===== src/rtl/instr_fetch_unit.sv =====
// Instruction fetch front end: owns the PC, fetches one word at a time, holds it for decode and picks the next PC.
// Latency: 3 cycles per instruction minimum (request accepted, one-cycle response, immediate consume).
// Backpressure: a held instruction stays put until consume; the request address stays put until imemReady.
module instr_fetch_unit #(
    parameter logic [31:0] RESET_PC = 32'h0000_0000,
    parameter int unsigned CNT_W    = 16
) (
    input  logic             CLK,
    input  logic             RST,
    output logic             imemReq,
    output logic [31:0]      imemAddr,
    input  logic             imemReady,
    input  logic             imemRspValid,
    input  logic [31:0]      imemRspData,
    output logic [31:0]      instr,
    output logic [5:0]       opCode,
    output logic             instrValid,
    input  logic             consume,
    input  logic             jump,
    input  logic             Branch,
    input  logic             zero,
    output logic [31:0]      pcOut,
    output logic [31:0]      pcPlus4,
    output logic [CNT_W-1:0] fetchCount
);

    typedef enum logic [1:0] {
        ST_REQ  = 2'd0,
        ST_WAIT = 2'd1,
        ST_FULL = 2'd2
    } state_t;

    state_t           state;
    state_t           nextState;
    logic [31:0]      pc;
    logic [31:0]      pcNext;
    logic [31:0]      instrQ;
    logic [31:0]      branchOff;
    logic [CNT_W-1:0] cnt;
    logic             retire;
    logic             rspTake;

    always_ff @(posedge CLK or negedge RST) begin
        if (!RST) begin
            state <= ST_REQ;
        end else begin
            state <= nextState;
        end
    end

    always_comb begin
        nextState = state;
        case (state)
            ST_REQ:  if (imemReady)    nextState = ST_WAIT;
            ST_WAIT: if (imemRspValid) nextState = ST_FULL;
            ST_FULL: if (consume)      nextState = ST_REQ;
            default:                   nextState = ST_REQ;
        endcase
    end

    always_comb begin
        imemReq    = (state == ST_REQ);
        instrValid = (state == ST_FULL);
        retire     = (state == ST_FULL) && consume;
        rspTake    = (state == ST_WAIT) && imemRspValid;
    end

    // Control inputs only matter on the retiring cycle, so no qualification is needed here.
    always_comb begin
        pcPlus4   = pc + 32'd4;
        branchOff = {{14{instrQ[15]}}, instrQ[15:0], 2'b00};
        if (jump) begin
            pcNext = {pcPlus4[31:28], instrQ[25:0], 2'b00};
        end else if (Branch && zero) begin
            pcNext = pcPlus4 + branchOff;
        end else begin
            pcNext = pcPlus4;
        end
    end

    always_ff @(posedge CLK or negedge RST) begin
        if (!RST) begin
            pc     <= RESET_PC;
            instrQ <= 32'd0;
            cnt    <= '0;
        end else begin
            if (rspTake) begin
                instrQ <= imemRspData;
            end
            if (retire) begin
                pc  <= pcNext;
                cnt <= cnt + CNT_W'(1);
            end
        end
    end

    assign imemAddr   = pc;
    assign pcOut      = pc;
    assign instr      = instrQ;
    assign opCode     = instrQ[31:26];
    assign fetchCount = cnt;

endmodule


===== config.mk =====
export PLATFORM = sky130hd
export DESIGN_NAME = instr_fetch_unit
export DESIGN_NICKNAME = d
export VERILOG_FILES = /design/src/rtl/instr_fetch_unit.sv
export SDC_FILE = /design/constraint.sdc
export NUM_CORES = 1
export LEC_CHECK = 0
export CAP_MARGIN = 5
export CORE_ASPECT_RATIO = 0.5
export CORE_UTILIZATION = 48
export DETAILED_ROUTE_END_ITERATION = 8
export PLACE_DENSITY_LB_ADDON = 0.25
export SLEW_MARGIN = 20
export SYNTH_ARGS = -nofsm -noshare
export SYNTH_HDL_FRONTEND = slang
export SYNTH_SLANG_ARGS = --single-unit

===== constraint.sdc =====
create_clock -name CLK -period 4.1 [get_ports CLK]
set_input_delay 0.82 -clock CLK [delete_from_list [all_inputs] [get_ports CLK]]
set_output_delay 0.82 -clock CLK [all_outputs]
set_load 0.005 [all_outputs]

==> impl_metrics.env, run 1 <==
export IMPL_crit_type="reg2out"
export IMPL_cp_top_family="simple AND/OR/NAND/NOR gates"
export IMPL_arrival_ns=3.17
export IMPL_drtAntennaViolNets=0
export IMPL_post_route_util=0.686
export IMPL_grt_busiest_layer="met2"
export IMPL_max_stage_delay_ns=0.54
export IMPL_setup_viol=0
export IMPL_power_leakage_uw=0.00349
export IMPL_io_pins=192
export IMPL_syn_inst=690
export IMPL_track_usage=0.277
export IMPL_synth_top_family_by_area="compound AO/OA/AOI/OAI gates"
export IMPL_yosysUniqueCellTypes=66
export IMPL_dp_hpwl_um=13500
export IMPL_grt_ovfl_total=0
export IMPL_combPwrFrac=0.663
export IMPL_hold_start="fetchCount[15]$_DFFE_PN0P_"
export IMPL_route_detailed_drc=0
export IMPL_path_buf_inv=1
export IMPL_tightest_slew_ns=0.861
export IMPL_stdcell_area_um2=8290
export IMPL_r2r_end="imemAddr[31]$_DFFE_PN0P_"
export IMPL_drtIter0Drc=404
export IMPL_outcome="complete, no violations"
export IMPL_initial_core_util=0.505
export IMPL_fin_crit_sh=0.974
export IMPL_hp_class="reg2reg"
export IMPL_fmax_mhz=250
export IMPL_vias=5801
export IMPL_final_layout_size_suffix_gt1_frac=0.115
export IMPL_rows=28
export IMPL_netlist_area_um2=6110
export IMPL_wl_um=18300
export IMPL_cts_htree_levels=3
export IMPL_grt_first_pass_wirelength_um=28200
export IMPL_r2r_slack_ns=0.16
export IMPL_synthFlopType="dfrtp_1"
export IMPL_clk_latency_ns=0.34
export IMPL_use_met3=0.0515
export IMPL_place_gp_congestion=0.954
export IMPL_synth_top_cell_by_area="dfrtp_1"
export IMPL_synth_area_leaders="dfrtp_1 (33%), ha_1 (7.6%), xnor2_1 (6.0%)"
export IMPL_vias_per_cell=5.71
export IMPL_synth_xor_area_frac=0.0988
export IMPL_fp_dieW_um=162
export IMPL_cts_root_buf="clkbuf_16"
export IMPL_clock_skew_ns=0.00875
export IMPL_antenna_cells=0
export IMPL_hold_violations=0
export IMPL_yosysWarnings=0
export IMPL_drv_cap=0
export IMPL_coreArea_um2=12100
export IMPL_synth_edf_count=0
export IMPL_grt_met1_usage=0.360
export IMPL_fin_nets=924
export IMPL_synth_compound_area_share=0.180
export IMPL_cts_tree="yes"
export IMPL_whs_endpoint="fetchCount[15]$_DFFE_PN0P_"
export IMPL_critPathMaxFanout=4
export IMPL_placed_cell_area_um2=7900
export IMPL_required_ns=3.28
export IMPL_fin_crit_ns=3.99
export IMPL_yosysSeqAreaShare=0.328
export IMPL_worstPathCellList="ha_2, nand4_1, or4_4, nand2b_4, or3_4, nor2_4, xor2_4, clkdlybuf4s50_1"
export IMPL_wl_per_cell_um=18.0
export IMPL_reg2regPathDepth=14
export IMPL_port_buffer_count=185
export IMPL_cts_hold_buf=0
export IMPL_synthAdderAreaFrac=0.0791
export IMPL_syn_avg_cell_area_um2=8.85
export IMPL_p_seq_frac=0.217
export IMPL_finalPower_uw=7390
export IMPL_pwr_share_clk=0.120
export IMPL_grt_util_met2=0.477
export IMPL_dieArea_um2=13200
export IMPL_startpoint_type="register"
export IMPL_yosys_area_top_type_share=0.328
export IMPL_worstSetupEndpointType="output pin"
export IMPL_area_growth_pct=35.7
export IMPL_cts_buffer_depth=2
export IMPL_p_sw_uw=3170
export IMPL_cts_made_buffers=9
export IMPL_finalMaxSlewViolations=0
export IMPL_netSwitchingFraction=0.429
export IMPL_whs_ns=0.471
export IMPL_grt_pass1_vias=5425
export IMPL_numClockSinks=80
export IMPL_fp_dieH_um=81.8
export IMPL_n_fill_cell=972
export IMPL_yosys_area_share_simple=0.177
export IMPL_slew_headroom=0.426
export IMPL_cts_clk_slew_worst_paths_ns=0.07
export IMPL_holdPathStages=1
export IMPL_ys_ff_latch=80
export IMPL_grt_start_max_net_pins=63
export IMPL_power_density_nw_per_um2=892
export IMPL_rsz0062_at_grt="yes"
export IMPL_async_flop_share=1.00
export IMPL_antenna_found_initial=0
export IMPL_firstDrtPassIters=5
export IMPL_peakVddDrop_uv=465
export IMPL_cp_slowest_cell="clkdlybuf4s50_1"
export IMPL_synthMuxAreaShare=0.0623
export IMPL_r2r_start="imemAddr[3]$_DFFE_PN0P_"
export IMPL_p_int_uw=4220
-- stage by stage --
| stage | cells | setup slack [ns] | setup TNS (ns) |
|---|---|---|---|
| 2_1_floorplan | 695 | 0.440 | 0 |
| 3_3_place_gp | 998 | 0.259 | 0 |
| 3_5_place_dp | 998 | 0.108 | 0 |
| 5_1_grt | 1016 | -0.0848 | -0.0848 |
| 4_1_cts | 1014 | 0.0115 | 0 |
| 6_report | 1016 | 0.108 | 0 |
-- state kept, by name, indices dropped and copies added, names as in the netlist --
register and cells:
instr 32, imemAddr 30, fetchCount 16, state 2
-- synthesized netlist by cell type, types with 3 or more instances --
master    count
clkbuf_1     19
nor3_1        8
a21oi_1      48
dfrtp_1      80
nand2b_1      6
o31ai_1       3
a21o_1       14
o211ai_1      9
o21bai_1      3
nand4_1       6
mux2_2       32
ha_1         37
buf_4        44
a211oi_1     17
or3_1         5
nand3_1      27
nand2_1      80
xnor2_1      42
nor2_1       46
nor2b_1       8
o21ai_0      53
xor2_1       25
and4_1        4
a31oi_1       4
inv_1        10
and2_1        5
and3_1        9
-- cell usage in the layout, fill, tap and decap left out, types with 4 or more instances in the layout --
cell type        count
nand2_1             80
and2_1               5
conb_1               6
dfrtp_1             73
a211oi_1            16
nor2_1              45
a21oi_1             48
a21o_1              14
and3_1               9
o211ai_1             9
clkbuf_16            9
or3_1                5
buf_4               21
nor2b_1              8
inv_1               10
nand4_1              6
nand2b_1             6
dfrtp_2              7
ha_1                36
and4_1               4
xor2_1              24
clkdlybuf4s50_1    184
nor3_1               8
mux2_2              32
nand3_1             26
o21ai_0             52
xnor2_1             41
-- per-layer routing --
| metal | vias to the layer above | part of all wire |
|---|---|---|
| met5 | - | 0 |
| met4 | 0 | 0.019 |
| met3 | 33 | 0.060 |
| met2 | 215 | 0.48 |
| met1 | 2833 | 0.44 |
| li1 | 2720 | - |
-- area by class of cell --
type,instances,area (um^2),share of cell area
inverter,10,37.5,0.00453
tap,165,206,0.0249
clock buffer,10,229,0.0276
multi-input combinational,540,3710,0.448
timing repair buffer,205,2000,0.241
clock inverter,6,90.1,0.0109
sequential,80,2010,0.243
-- cell families after synthesis --
logic type / Yosys count
fa+ha+maj: 38
buf+inv: 75
simple gates: 218
flops: 80
mux: 34
other cells: 1
compound gates: 176
xor+xnor: 68
-- power groups by stage --
stage | clock network, uW | logic (uW) | registers (uW)
after CTS | 902 | 4810 | 1590
after global routing | 937 | 5330 | 1670
after global placement | 0 | 4710 | 1580
after floorplan | 0 | 2910 | 1540
final | 890 | 4900 | 1600
after detailed placement | 0 | 4760 | 1600
-- worst register-to-register path: cells and delay by family (launching register included) --
family,cells,cell delay (ns)
AO/OA/AOI/OAI,5,1.36
XOR/XNOR,2,0.41
adder cells (fa/ha/maj),2,0.47
flip-flops,1,0.40
AND/OR/NAND/NOR,5,1.14
-- how the worst max path moves through the flow --
stage                                  startpoint                  endpoint  slack, ns  cells after the start
after floorplan           imemAddr[2]$_DFFE_PN0P_  imemAddr[31]$_DFFE_PN0P_       0.44                     14
after global placement    imemAddr[3]$_DFFE_PN0P_  imemAddr[31]$_DFFE_PN0P_       0.26                     14
after detailed placement  imemAddr[3]$_DFFE_PN0P_  imemAddr[31]$_DFFE_PN0P_       0.11                     14
after CTS                 imemAddr[3]$_DFFE_PN0P_               pcPlus4[30]       0.01                      8
after global routing      imemAddr[3]$_DFFE_PN0P_  imemAddr[31]$_DFFE_PN0P_      -0.08                     14
final                     imemAddr[3]$_DFFE_PN0P_               pcPlus4[30]       0.11                      8
-- what timing repair did --
action	CTS	global route
gates resized for setup	2	15
setup endpoints to repair	2	10
setup buffers	0	2
pin swaps	0	2
cloned	0	0
hold endpoints to repair	0	0
(Power assumes the default switching activity.)
==> run 2: changes to the inputs <==
Settings changed: CORE_UTILIZATION 48 to 49, CTS_BUF_LIST from default to sky130_fd_sc_hd__clkbuf_4 sky130_fd_sc_hd__clkbuf_8.
Clock period 4.1 ns to 3.7 ns, I/O delays scaled along.
==> run 2 against run 1 <==
Compared with the run above: die area down 2.0%; critical endpoint is now imemAddr[31]$_DFFE_PN0P_; global-route usage about the same; clock power shrank 16%; first-iteration DRC count rose by 0.99%; wire length fell by 0.52%; non-clock buffer count rose by 40.
==> impl_metrics.env, run 2 (synthesis results as in run 1) <==
export IMPL_whs_ns=0.377
export IMPL_cts_tree="yes"
export IMPL_place_gp_congestion=0.970
export IMPL_area_growth_pct=41.2
export IMPL_setup_viol=0
export IMPL_cts_buffer_depth=2
export IMPL_numClockSinks=80
export IMPL_dieArea_um2=12900
export IMPL_fp_dieH_um=80.9
export IMPL_layout_commonest_cell="clkdlybuf4s50_1"
export IMPL_grt_first_pass_wirelength_um=28200
export IMPL_p_sw_uw=3580
export IMPL_fin_crit_ns=3.67
export IMPL_cts_hold_buf=0
export IMPL_crit_type="reg2reg"
export IMPL_grt_ovfl_total=0
export IMPL_rows=28
export IMPL_drtAntennaViolNets=0
export IMPL_hp_class="in2async"
export IMPL_max_stage_delay_ns=0.49
export IMPL_antenna_cells=0
export IMPL_r2r_slack_ns=0.03
export IMPL_fp_dieW_um=160
export IMPL_worstSetupEndpointType="register"
export IMPL_drv_cap=0
export IMPL_slew_headroom=0.426
export IMPL_cts_made_buffers=9
export IMPL_stdcell_area_um2=8620
export IMPL_grt_pass1_vias=5561
export IMPL_dp_hpwl_um=13800
export IMPL_power_density_nw_per_um2=968
export IMPL_cts_htree_levels=3
export IMPL_peakVddDrop_uv=487
export IMPL_port_buffer_count=185
export IMPL_cts_root_buf="clkbuf_8"
export IMPL_netSwitchingFraction=0.428
export IMPL_layout_common_cells="clkdlybuf4s50_1 (181), nand2_1 (80), dfrtp_1 (80), buf_4 (61), o21ai_0 (52)"
export IMPL_route_detailed_drc=0
export IMPL_outcome="complete, no violations"
export IMPL_rsz0062_at_grt="yes"
export IMPL_wl_um=18200
export IMPL_coreArea_um2=12000
export IMPL_fin_crit_sh=0.991
export IMPL_clock_skew_ns=0.00848
export IMPL_cp_slowest_cell="or4_4"
export IMPL_cts_clk_slew_worst_paths_ns=0.09
export IMPL_grt_start_max_net_pins=48
export IMPL_p_seq_frac=0.202
export IMPL_wl_per_cell_um=17.2
export IMPL_arrival_ns=3.90
export IMPL_placed_cell_area_um2=8180
export IMPL_critPathMaxFanout=6
export IMPL_startpoint_type="register"
export IMPL_worstPathCellList="ha_2, nand4_1, or4_4, nand2b_4, or3_4, xnor2_4, ha_4, and3_1, nor2b_1, o2111ai_1, a2111o_1, o311ai_2, xnor2_1, o21ai_1"
export IMPL_power_leakage_uw=0.00373
export IMPL_reg2regPathDepth=14
export IMPL_final_layout_size_suffix_gt1_frac=0.172
export IMPL_track_usage=0.277
export IMPL_r2r_end="imemAddr[31]$_DFFE_PN0P_"
export IMPL_r2r_start="imemAddr[2]$_DFFE_PN0P_"
export IMPL_fin_nets=964
export IMPL_clk_latency_ns=0.37
export IMPL_firstDrtPassIters=5
export IMPL_initial_core_util=0.510
export IMPL_tightest_slew_ns=0.858
export IMPL_largest_reg_flops=32
export IMPL_vias=5999
export IMPL_fmax_mhz=273
export IMPL_vias_per_cell=5.68
export IMPL_finalMaxSlewViolations=0
export IMPL_drtIter0Drc=408
export IMPL_required_ns=3.93
export IMPL_combPwrFrac=0.709
export IMPL_hold_violations=0
export IMPL_pwr_share_clk=0.089
export IMPL_io_pins=192
export IMPL_antenna_found_initial=0
export IMPL_p_int_uw=4770
run 2: changes by cell type in the layout (fill, tap and decap cells not counted), sizes merged:
cell | before | now
inv | 12 | 10
buf | 21 | 61
clkdlybuf4s50 | 184 | 181
clkbuf | 10 | 11
clkinv | 1 | 2
dlymetal6s2s | 0 | 2
dlygate4sd2 | 0 | 1
run 2: area by class of cell:
type	instances	area, um^2
Clock buffer	11	139
Sequential cell	80	2000
Clock inverter	5	81.3
Tap cell	165	206
Fill cell	920	3360
Timing Repair Buffer	245	2300
Multi-Input combinational cell	540	3850
Inverter	10	37.5
run 2: routing by layer:
layer  vias to the layer above  GRT usage  wire (um)
met3                        30     0.0460       1250
met4                         0     0.0771        278
met2                       278      0.485       8830
met1                      2881      0.360       7840
li1                       2810          -          -
met5                         -          0          0
run 2: worst max path at each step:
| stage | from | end | slack, ns |
|---|---|---|---|
| 3_5_place_dp | imemAddr[2]$_DFFE_PN0P_ | imemAddr[31]$_DFFE_PN0P_ | 0.01 |
| 6_report | imemAddr[2]$_DFFE_PN0P_ | imemAddr[31]$_DFFE_PN0P_ | 0.03 |
| 4_1_cts | imemAddr[2]$_DFFE_PN0P_ | imemAddr[31]$_DFFE_PN0P_ | -0.02 |
| 5_1_grt | imemAddr[4]$_DFFE_PN0P_ | imemAddr[31]$_DFFE_PN0P_ | -0.17 |
| 2_1_floorplan | imemAddr[2]$_DFFE_PN0P_ | imemAddr[31]$_DFFE_PN0P_ | 0.04 |
| 3_3_place_gp | imemAddr[2]$_DFFE_PN0P_ | imemAddr[31]$_DFFE_PN0P_ | 0.08 |
run 2: repair_timing:
| action | in CTS | in global routing |
|---|---|---|
| pin swaps | 1 | 4 |
| setup endpoints to repair | 8 | 18 |
| buffers inserted | 2 | 3 |
| resized for setup | 3 | 34 |
| endpoints found under the hold margin | 0 | 0 |
| gates cloned | 0 | 0 |
run 2: power by group through the flow:
| stage | Clock (uW) | Sequential, uW | Combinational, uW |
|---|---|---|---|
| 2_1_floorplan | 0 | 1710 | 3230 |
| 3_3_place_gp | 0 | 1660 | 5530 |
| 3_5_place_dp | 0 | 1680 | 5640 |
| 4_1_cts | 758 | 1660 | 5690 |
| 5_1_grt | 794 | 1750 | 6410 |
| 6_report | 745 | 1690 | 5920 |
run 2: critical path: cells and delay by family (launching register included):
| kind | cells | cell delay [ns] |
|---|---|---|
| xor+xnor | 2 | 0.30 |
| flops | 1 | 0.37 |
| simple gates | 6 | 1.61 |
| fa+ha+maj | 2 | 0.51 |
| compound gates | 4 | 0.74 |
run 2: per-stage QoR:
stage          setup slack (ns)  setup TNS [ns]  utilization  total power (uW)  cells
3_3_place_gp             0.0839               0        0.682              7190   1035
2_1_floorplan            0.0405               0            -              4930    695
5_1_grt                  -0.170          -0.187        0.720              8950   1056
3_5_place_dp             0.0134               0        0.682              7310   1035
6_report                 0.0317               0        0.720              8350   1056
4_1_cts                 -0.0152         -0.0210        0.703              8110   1053
==> run 3: changes to the inputs <==
Settings changed: CAP_MARGIN 5 to default.
==> results of run 3 <==
Final layout, timing and power as in run 2 (identical DEF).
